File: src/rtl/reg_ctx_engine.sv
// Register-file context save/restore sequencer driving the accumulator register file and data memory.
// Optional macro CTX_ACC_PRESERVE_EN keeps the accumulator intact across a RESTORE.
module reg_ctx_engine #(
  parameter int reg_width   = 8,
  parameter int reg_pointer = 4,
  parameter int num_reg     = 16,
  parameter int addr_width  = 8
) (
  input  logic                   clk,
  input  logic                   reset,
  input  logic                   start,
  input  logic                   mode,
  input  logic [addr_width-1:0]  base_addr,
  output logic                   busy,
  output logic                   done,
  output logic [reg_pointer-1:0] reg_addr,
  output logic                   reg_read,
  output logic                   reg_write,
  output logic                   acc_write,
  output logic                   memToReg,
  output logic [reg_width-1:0]   value_in,
  input  logic [reg_width-1:0]   reg_out,
  input  logic [reg_width-1:0]   acc_out,
  output logic [addr_width-1:0]  mem_addr,
  output logic                   mem_write,
  output logic [reg_width-1:0]   mem_wdata,
  input  logic [reg_width-1:0]   mem_rdata
);

`ifdef CTX_ACC_PRESERVE_EN
  typedef enum logic [2:0] {IDLE, SAVE, RLOAD, RWRITE, ACCRST, DONE} state_t;
`else
  typedef enum logic [2:0] {IDLE, SAVE, RLOAD, RWRITE, DONE} state_t;
`endif

  localparam logic [reg_pointer-1:0] LAST = reg_pointer'(num_reg - 1);

  state_t                  state, state_n;
  logic [reg_pointer-1:0]  idx, idx_n;
  logic [addr_width-1:0]   base_q;
  logic [addr_width-1:0]   mem_ptr;

  // Address wraps modulo 2**addr_width by truncation.
  assign mem_ptr = base_q + addr_width'(idx);

`ifdef CTX_ACC_PRESERVE_EN
  logic [reg_width-1:0] shadow;

  always_ff @(posedge clk or posedge reset) begin
    if (reset) shadow <= '0;
    else if (state == IDLE && start) shadow <= acc_out;
  end
`else
  // The accumulator is only consumed when it must be preserved.
  logic unused_acc;
  assign unused_acc = ^acc_out;
`endif

  always_ff @(posedge clk or posedge reset) begin
    if (reset) begin
      state  <= IDLE;
      idx    <= '0;
      base_q <= '0;
    end else begin
      state <= state_n;
      idx   <= idx_n;
      if (state == IDLE && start) base_q <= base_addr;
    end
  end

  // Moore decode: strobes depend only on state and index.
  always_comb begin
    state_n   = state;
    idx_n     = idx;
    busy      = 1'b0;
    done      = 1'b0;
    reg_addr  = '0;
    reg_read  = 1'b0;
    reg_write = 1'b0;
    acc_write = 1'b0;
    memToReg  = 1'b0;
    value_in  = '0;
    mem_addr  = '0;
    mem_write = 1'b0;
    mem_wdata = '0;
    case (state)
      IDLE: begin
        if (start) begin
          idx_n   = '0;
          state_n = mode ? RLOAD : SAVE;
        end
      end
      SAVE: begin
        busy      = 1'b1;
        reg_addr  = idx;
        reg_read  = 1'b1;
        mem_addr  = mem_ptr;
        mem_wdata = reg_out;
        mem_write = 1'b1;
        if (idx == LAST) state_n = DONE;
        else             idx_n   = idx + reg_pointer'(1);
      end
      RLOAD: begin
        busy      = 1'b1;
        mem_addr  = mem_ptr;
        value_in  = mem_rdata;
        acc_write = 1'b1;
        memToReg  = 1'b1;
        state_n   = RWRITE;
      end
      RWRITE: begin
        busy      = 1'b1;
        reg_addr  = idx;
        reg_write = 1'b1;
        if (idx == LAST) begin
`ifdef CTX_ACC_PRESERVE_EN
          state_n = ACCRST;
`else
          state_n = DONE;
`endif
        end else begin
          idx_n   = idx + reg_pointer'(1);
          state_n = RLOAD;
        end
      end
`ifdef CTX_ACC_PRESERVE_EN
      ACCRST: begin
        busy      = 1'b1;
        value_in  = shadow;
        acc_write = 1'b1;
        state_n   = DONE;
      end
`endif
      DONE: begin
        done    = 1'b1;
        state_n = IDLE;
      end
      default: state_n = IDLE;
    endcase
  end

endmodule

File: config.mk
export PLATFORM = sky130hd
export DESIGN_NAME = reg_ctx_engine
export DESIGN_NICKNAME = d
export VERILOG_FILES = /design/src/rtl/reg_ctx_engine.sv
export SDC_FILE = /design/constraint.sdc
export NUM_CORES = 1
export LEC_CHECK = 0
export ABC_CLOCK_PERIOD_IN_PS = 3200
export BUFFER_PORTS_ARGS = -buffer_cell sky130_fd_sc_hd__clkbuf_2
export CORE_MARGIN = 3
export CORE_UTILIZATION = 45
export CTS_CLUSTER_SIZE = 25
export DETAILED_ROUTE_END_ITERATION = 12
export MAX_ROUTING_LAYER = met4
export PLACE_DENSITY = 0.84
export SETUP_SLACK_MARGIN = 0.05
export SYNTH_ARGS = -nofsm -noshare
export SYNTH_HDL_FRONTEND = slang
export SYNTH_SLANG_ARGS = --single-unit
export TNS_END_PERCENT = 10
File: constraint.sdc
create_clock -name clk -period 3.2 [get_ports clk]
set_input_delay 0 -clock clk [delete_from_list [all_inputs] [get_ports clk]]
set_output_delay 0 -clock clk [all_outputs]
set_load 0.01 [all_outputs]
==> results of run 1 <==
[area by class of cell]
class / instances / area share, %
well taps: 28 / 2.27
flip-flops and latches: 15 / 24.4
repair buffers: 71 / 26.0
inverters: 3 / 0.731
clock inverters: 1 / 0.325
clock buffers: 3 / 1.46
multi-input cells: 92 / 44.8
[worst max-delay path: stages (launching register included)]
cell and delay [ns]:
dfrtp_1 0.44, ha_1 0.27, fa_1 0.41, a21o_1 0.20
a21oi_1 0.25, o21ai_0 0.13, a21oi_1 0.14, clkbuf_2 0.15
[worst paths after layout]
path / startpoint / slack (ns) / to / cells past startpoint
setup / recovery: idx[0]$_DFFE_PP0P_ / 0.93 / mem_addr[6] / 7
hold / removal: mode / 0.04 / state[0]$_DFFE_PP0P_ / 4
setup reg to reg: state[2]$_DFFE_PP0P_ / 1.23 / idx[1]$_DFFE_PP0P_ / 3
hold reg to reg: base_q[2]$_DFFE_PP0P_ / 0.53 / base_q[2]$_DFFE_PP0P_ / 1
max in group asynchronous: reset / 2.53 / base_q[1]$_DFFE_PP0P_ / 3
min in group asynchronous: reset / 0.30 / state[1]$_DFFE_PP0P_ / 3
[report_power, final]
group	leakage, nW	switching (mW)	total, mW	internal, mW
clock	0.0177	0.0645	0.111	0.0465
sequential	0.180	0.116	0.395	0.278
combinational	0.609	0.529	1.03	0.500
total	0.807	0.709	1.53	0.825
[metrics by stage]
stage / power [mW] / worst slack (ns) / utilization [%] / cells
2_1_floorplan: 1.14 / 1.44 / - / 118
3_5_place_dp: 1.42 / 1.21 / 61.4 / 200
6_report: 1.53 / 0.929 / 66.4 / 213
5_1_grt: 1.68 / 0.726 / 66.4 / 213
4_1_cts: 1.54 / 0.920 / 66.4 / 213
3_3_place_gp: 1.37 / 1.31 / 61.4 / 200
[flip-flops by register name, summed over array words and instances, names as in the netlist]
name	cells
state	3
base_q	8
idx	4
[kinds of logic after synthesis]
family          after synthesis
xor+xnor                      3
buf+inv                      11
flops                        15
mux                           8
compound gates               24
fa+ha+maj                     6
simple gates                 51
[synthesized netlist by cell type (all sizes together) (2+ instances only)]
cell	number	share of area, %
a211oi	3	2.4
a21o	2	1.3
a21oi	9	3.9
and2	23	13
buf	7	5.6
dfrtp	15	33
ha	5	5.5
inv	3	0.98
mux2	7	8.9
nand2	4	1.3
nand3	2	0.87
nor2	10	3.3
nor2b	2	1.7
o21ai	5	2.2
or3	3	1.6
xnor2	3	2.3
[per-layer routing]
metal  share of wire (%)  track usage, %  vias up  routed length (µm)
met5                   0               -        -                   0
met4                0.63            6.10        0                  17
met3                 4.5            1.84        3                 122
met2                  51            30.0       35                1380
met1                  44            22.2      477                1180
li1                    -               -      538                   -
==> metrics, run 1 <==
status=complete, no violations; main combinational cell family by area after synthesis=simple AND/OR/NAND/NOR gates; Synth Area in Compound Gates=13.6%; max cap viols=0; total CTS buffers=3; Final Max Slew Viols=0; Setup TNS Final=0 ns; Die Span X=56.4 µm; Worst Skew=0.00290 ns; top_reg_cell synth=dfrtp_1; Final Wtd Congestion=0.775; leakage=0.807 nW; multi-input logic area=691 µm²; Critical Path Source Type=register; clock slew at the register clock pins of the worst setup and hold paths=0.09 ns; Initial Utilization=49.4%; synthesized-area fraction occupied by adder cells=7.21%; synthesized netlist cell count=118; Slew @ Worst Pin=0.894 ns; drt pass-1 iters=4; post-cts hold buffer count=9; Routed WL=2700 µm; commonest non-fill, non-tap cell in the layout=clkbuf_2; post-DR wirelength/cell=12.7 µm; Ports=71; final instance area=0.00154 mm²; Data arrival, critical path=2.27 ns; clock sinks=15; IO buf count=62; Layout fillers=177; Post-Syn Area per Cell=9.70 µm²; Vias=1053; vias in the first global route=994; first-pass GRT wire length=4450 µm; Net Count, Synth=160; antenna viol nets, final=0; hold slack=0.0409 ns; PostCTS Resize Cnt=0; core region area=0.00232 mm²; synth-to-layout area growth=34.5%; Max VDD drop=0.569 mV; setup violators final=0; HPWL after detailed placement=2170 µm; Worst Path Required=3.20 ns; Worst setup EP type=output port; mapped cell area=0.00114 mm²; Total GRT Usage=17.9%; Yosys cell types=36; Ys Warns=0; Async S/R FF share, synth=100%; share of cells above drive strength 1=42.2%; FF+latch count, synth=15; Seq/Total Area, Yosys=32.8%; number of diodes=0; critical path type=register to output port; # Post-CTS Setup Buffers=0; register area=375 µm²; CTS Buffer Depth=2; Placed Area=0.00142 mm²; Tcrit/Tclk final=71.0%; antenna violations before repair=0; most frequent cells in the layout=clkbuf_2 (62), and2_1 (22), dfrtp_1 (15); multiplexer area fraction after synthesis=9.73%; global route overflow=0; crit-path max FO=6; Fmax achieved=440 MHz; EDFF count, synth=0; HP Class=input pin to register; nets@finish=228; CTS tree=built; largest net degree at the start of global routing=16; Post-Synth XOR/XNOR Area=2.30%; slew margin rel.=40.1%; Final Critical Period=2.27 ns; Die Y-Extent=56.4 µm; CTS HTree Levels=1; Hold Fails Final Rpt=0; pwr dens=996 mW/mm²; simple-gate share of the synthesized area=27.5%; initial DRC count=25; row count=17; detail-routed via count per cell=4.94; clock latency on the worst-skew pair=0.29 ns; RSZ-0062 raised after global routing=false; DRC=0; die area=0.00319 mm²; Clock Tree Root=clkbuf_4
Power figures use the tool's default switching activity.
==> run 2, diff against run 1 <==
- ABC_CLOCK_PERIOD_IN_PS: 3200 -> 2100
- CORE_UTILIZATION: 45 -> 43
- PLACE_DENSITY: 0.84 -> 0.8
- clock period: 3.2 -> 2.1 ns (I/O delays scaled with it)
==> run 2 against run 1 <==
  * Combinational power increased by 76%
  * Largest power group unchanged
  * Utilization fell by 0.57 points
  * Register-to-register slack got worse by 0.71 ns
==> metrics, run 2 (synthesis results as in run 1) <==
status=complete, no violations; Layout fillers=203 (+15%); Worst setup EP type=output port; Final Critical Period=2.05 ns; commonest non-fill, non-tap cell in the layout=clkbuf_2; Max VDD drop=1.02 mV (+80%); Hold Fails Final Rpt=0 (unchanged); most frequent cells in the layout=clkbuf_2 (59), and2_1 (22), dfrtp_1 (14); global route overflow=0 (unchanged); HPWL after detailed placement=2150 µm (-0.60%); CTS Buffer Depth=2 (unchanged); largest registers=base_q x8, idx x4, state x3; number of diodes=0 (unchanged); post-DR wirelength/cell=13.0 µm (+2.9%); Final Wtd Congestion=0.795 (+2.5%); largest net degree at the start of global routing=16 (unchanged); Fmax achieved=487 MHz; CTS tree=built; Final Max Slew Viols=0 (unchanged); Largest register FFs=8 (unchanged); multi-input logic area=746 µm² (+8.0%); HP Class=input pin to register; total CTS buffers=3 (unchanged); Reg with most FFs=base_q; Slew @ Worst Pin=0.577 ns (-0.317 ns); Die Y-Extent=57.6 µm (+2.1%); leakage=0.838 nW (+3.8%); synth-to-layout area growth=43.8%; Vias=1118 (+6.2%); drt pass-1 iters=4 (unchanged); die area=0.00332 mm² (+4.2%); crit-path max FO=3 (-3); detail-routed via count per cell=5.06 (+2.3%); initial DRC count=17 (-32%); reg2reg path depth=3 (unchanged); Cells after DPL=203 (+1.5%); Reg power frac=24.0% (-1.7 points); Critical Path Source Type=register; Ports=71 (unchanged); first-pass GRT wire length=4440 µm (-0.16%); critical path type=register to output port; antenna violations before repair=0 (unchanged); row count=18 (+1); Internal Pwr Total=1.43 mW (+74%); Total GRT Usage=17.1% (-0.80 points); RSZ-0062 raised after global routing=true; core region area=0.00250 mm² (+7.8%); slew margin rel.=61.5% (+21 points); hold path start=mode; nets@finish=234 (+2.6%); IO buf count=62 (unchanged); r2r startpoint=state[2]$_DFFE_PP0P_; Clock Tree Root=clkbuf_4; Initial Utilization=45.8% (-3.6 points); Data arrival, critical path=2.05 ns (-0.22 ns); max cap viols=0 (unchanged); CTS HTree Levels=1 (unchanged); pwr dens=1590 mW/mm² (+59%); Clock power frac=6.5% (-0.7 points); DRC=0 (unchanged); fin cells=221 (+3.8%); clock sinks=15 (unchanged); switching share of power=45.1% (-1.1 points); Core Util, Final=65.9% (-0.57 points); Worst Hold End=state[0]$_DFFE_PP0P_; antenna viol nets, final=0 (unchanged); r2r setup slk=0.52 ns (-0.71 ns); Routed WL=2880 µm (+6.8%); Worst Skew=0.00644 ns (+0.00354 ns); vias in the first global route=1076 (+8.2%); hold slack=0.0561 ns (+0.0153 ns); Setup TNS Final=0 ns (unchanged); register area=377 µm² (+0.33%); Worst Path Required=2.10 ns (-1.10 ns); clock slew at the register clock pins of the worst setup and hold paths=0.10 ns (about the same); reg2reg end=base_q[3]$_DFFE_PP0P_; setup violators final=0 (unchanged); clock latency on the worst-skew pair=0.29 ns (about the same); Tcrit/Tclk final=97.8%; Psw=1.18 mW (+66%); worst hold stages=4 (unchanged); Die Span X=57.6 µm (+2.1%); share of cells above drive strength 1=48.2% (+6.0 points); Combinational Power Share=69.4% (+2.4 points)
run 2: cell count changes in the layout (fill, tap and decap cells not counted), moves of 2 or more:
cell / previous run / this run
o21ai_0: 5 / 2
buf_2: 0 / 3
buf_4: 0 / 6
a21oi_2: 0 / 2
clkbuf_2: 62 / 59
ha_4: 0 / 3
ha_1: 5 / 2
o21ai_1: 0 / 3
a21oi_1: 9 / 7
run 2: worst max-delay path, stage by stage (launching register included):
cell     delay [ns]
dfrtp_1        0.42
ha_4           0.19
fa_2           0.37
a21o_1         0.18
a21oi_2        0.18
buf_4          0.15
xnor2_2        0.10
nor2_1         0.05
buf_2          0.14
run 2: area by class of cell:
cell class                 instances  share of cell area [%]
clock buffer                       3                    1.37
clock inverter                     1                   0.456
inverter                           3                   0.684
multi-input combinational         92                    45.3
sequential                        15                    22.9
tap                               30                    2.28
timing repair buffer              77                    27.1
run 2: metal layers:
layer	GRT usage, %	vias up	routed length [µm]
met5	-	-	0
met4	2.65	0	16
met3	4.07	2	177
met2	30.5	44	1530
met1	19.5	519	1160
li1	-	553	-
run 2: worst max path at each step:
stage / start / end / slack [ns] / depth (start not counted)
after CTS: idx[0]$_DFFE_PP0P_ / mem_addr[6] / 0.01 / 7
after floorplan: idx[0]$_DFFE_PP0P_ / mem_addr[6] / 0.34 / 6
after global placement: idx[0]$_DFFE_PP0P_ / mem_addr[6] / 0.22 / 7
after global routing: base_q[0]$_DFFE_PP0P_ / mem_addr[4] / -0.002 / 8
after detailed placement: idx[0]$_DFFE_PP0P_ / mem_addr[6] / 0.17 / 7
final: base_q[0]$_DFFE_PP0P_ / mem_addr[4] / 0.05 / 8
run 2: stage by stage:
stage | total power, mW | cell area, µm² | setup WS [ns]
after floorplan | 1.74 | 1140 | 0.337
after global placement | 2.10 | 1430 | 0.216
after detailed placement | 2.17 | 1430 | 0.170
after CTS | 2.40 | 1570 | 0.0134
after global routing | 2.83 | 1650 | -0.00229
final | 2.61 | 1650 | 0.0458
run 2: power by group through the flow:
stage / logic, mW / registers [mW] / clock network (mW)
after floorplan: 1.22 / 0.518 / 0
after global placement: 1.51 / 0.599 / 0
after detailed placement: 1.56 / 0.610 / 0
after CTS: 1.63 / 0.597 / 0.175
after global routing: 1.99 / 0.655 / 0.186
final: 1.81 / 0.627 / 0.171
run 2: what timing repair did:
item	in CTS	in global routing
hold buffers	9	0
setup buffers	1	4
resized for setup	2	13
cloned	0	0
pin swaps	1	9
endpoints found under the setup margin	4	4
endpoints found under the hold margin	23	0
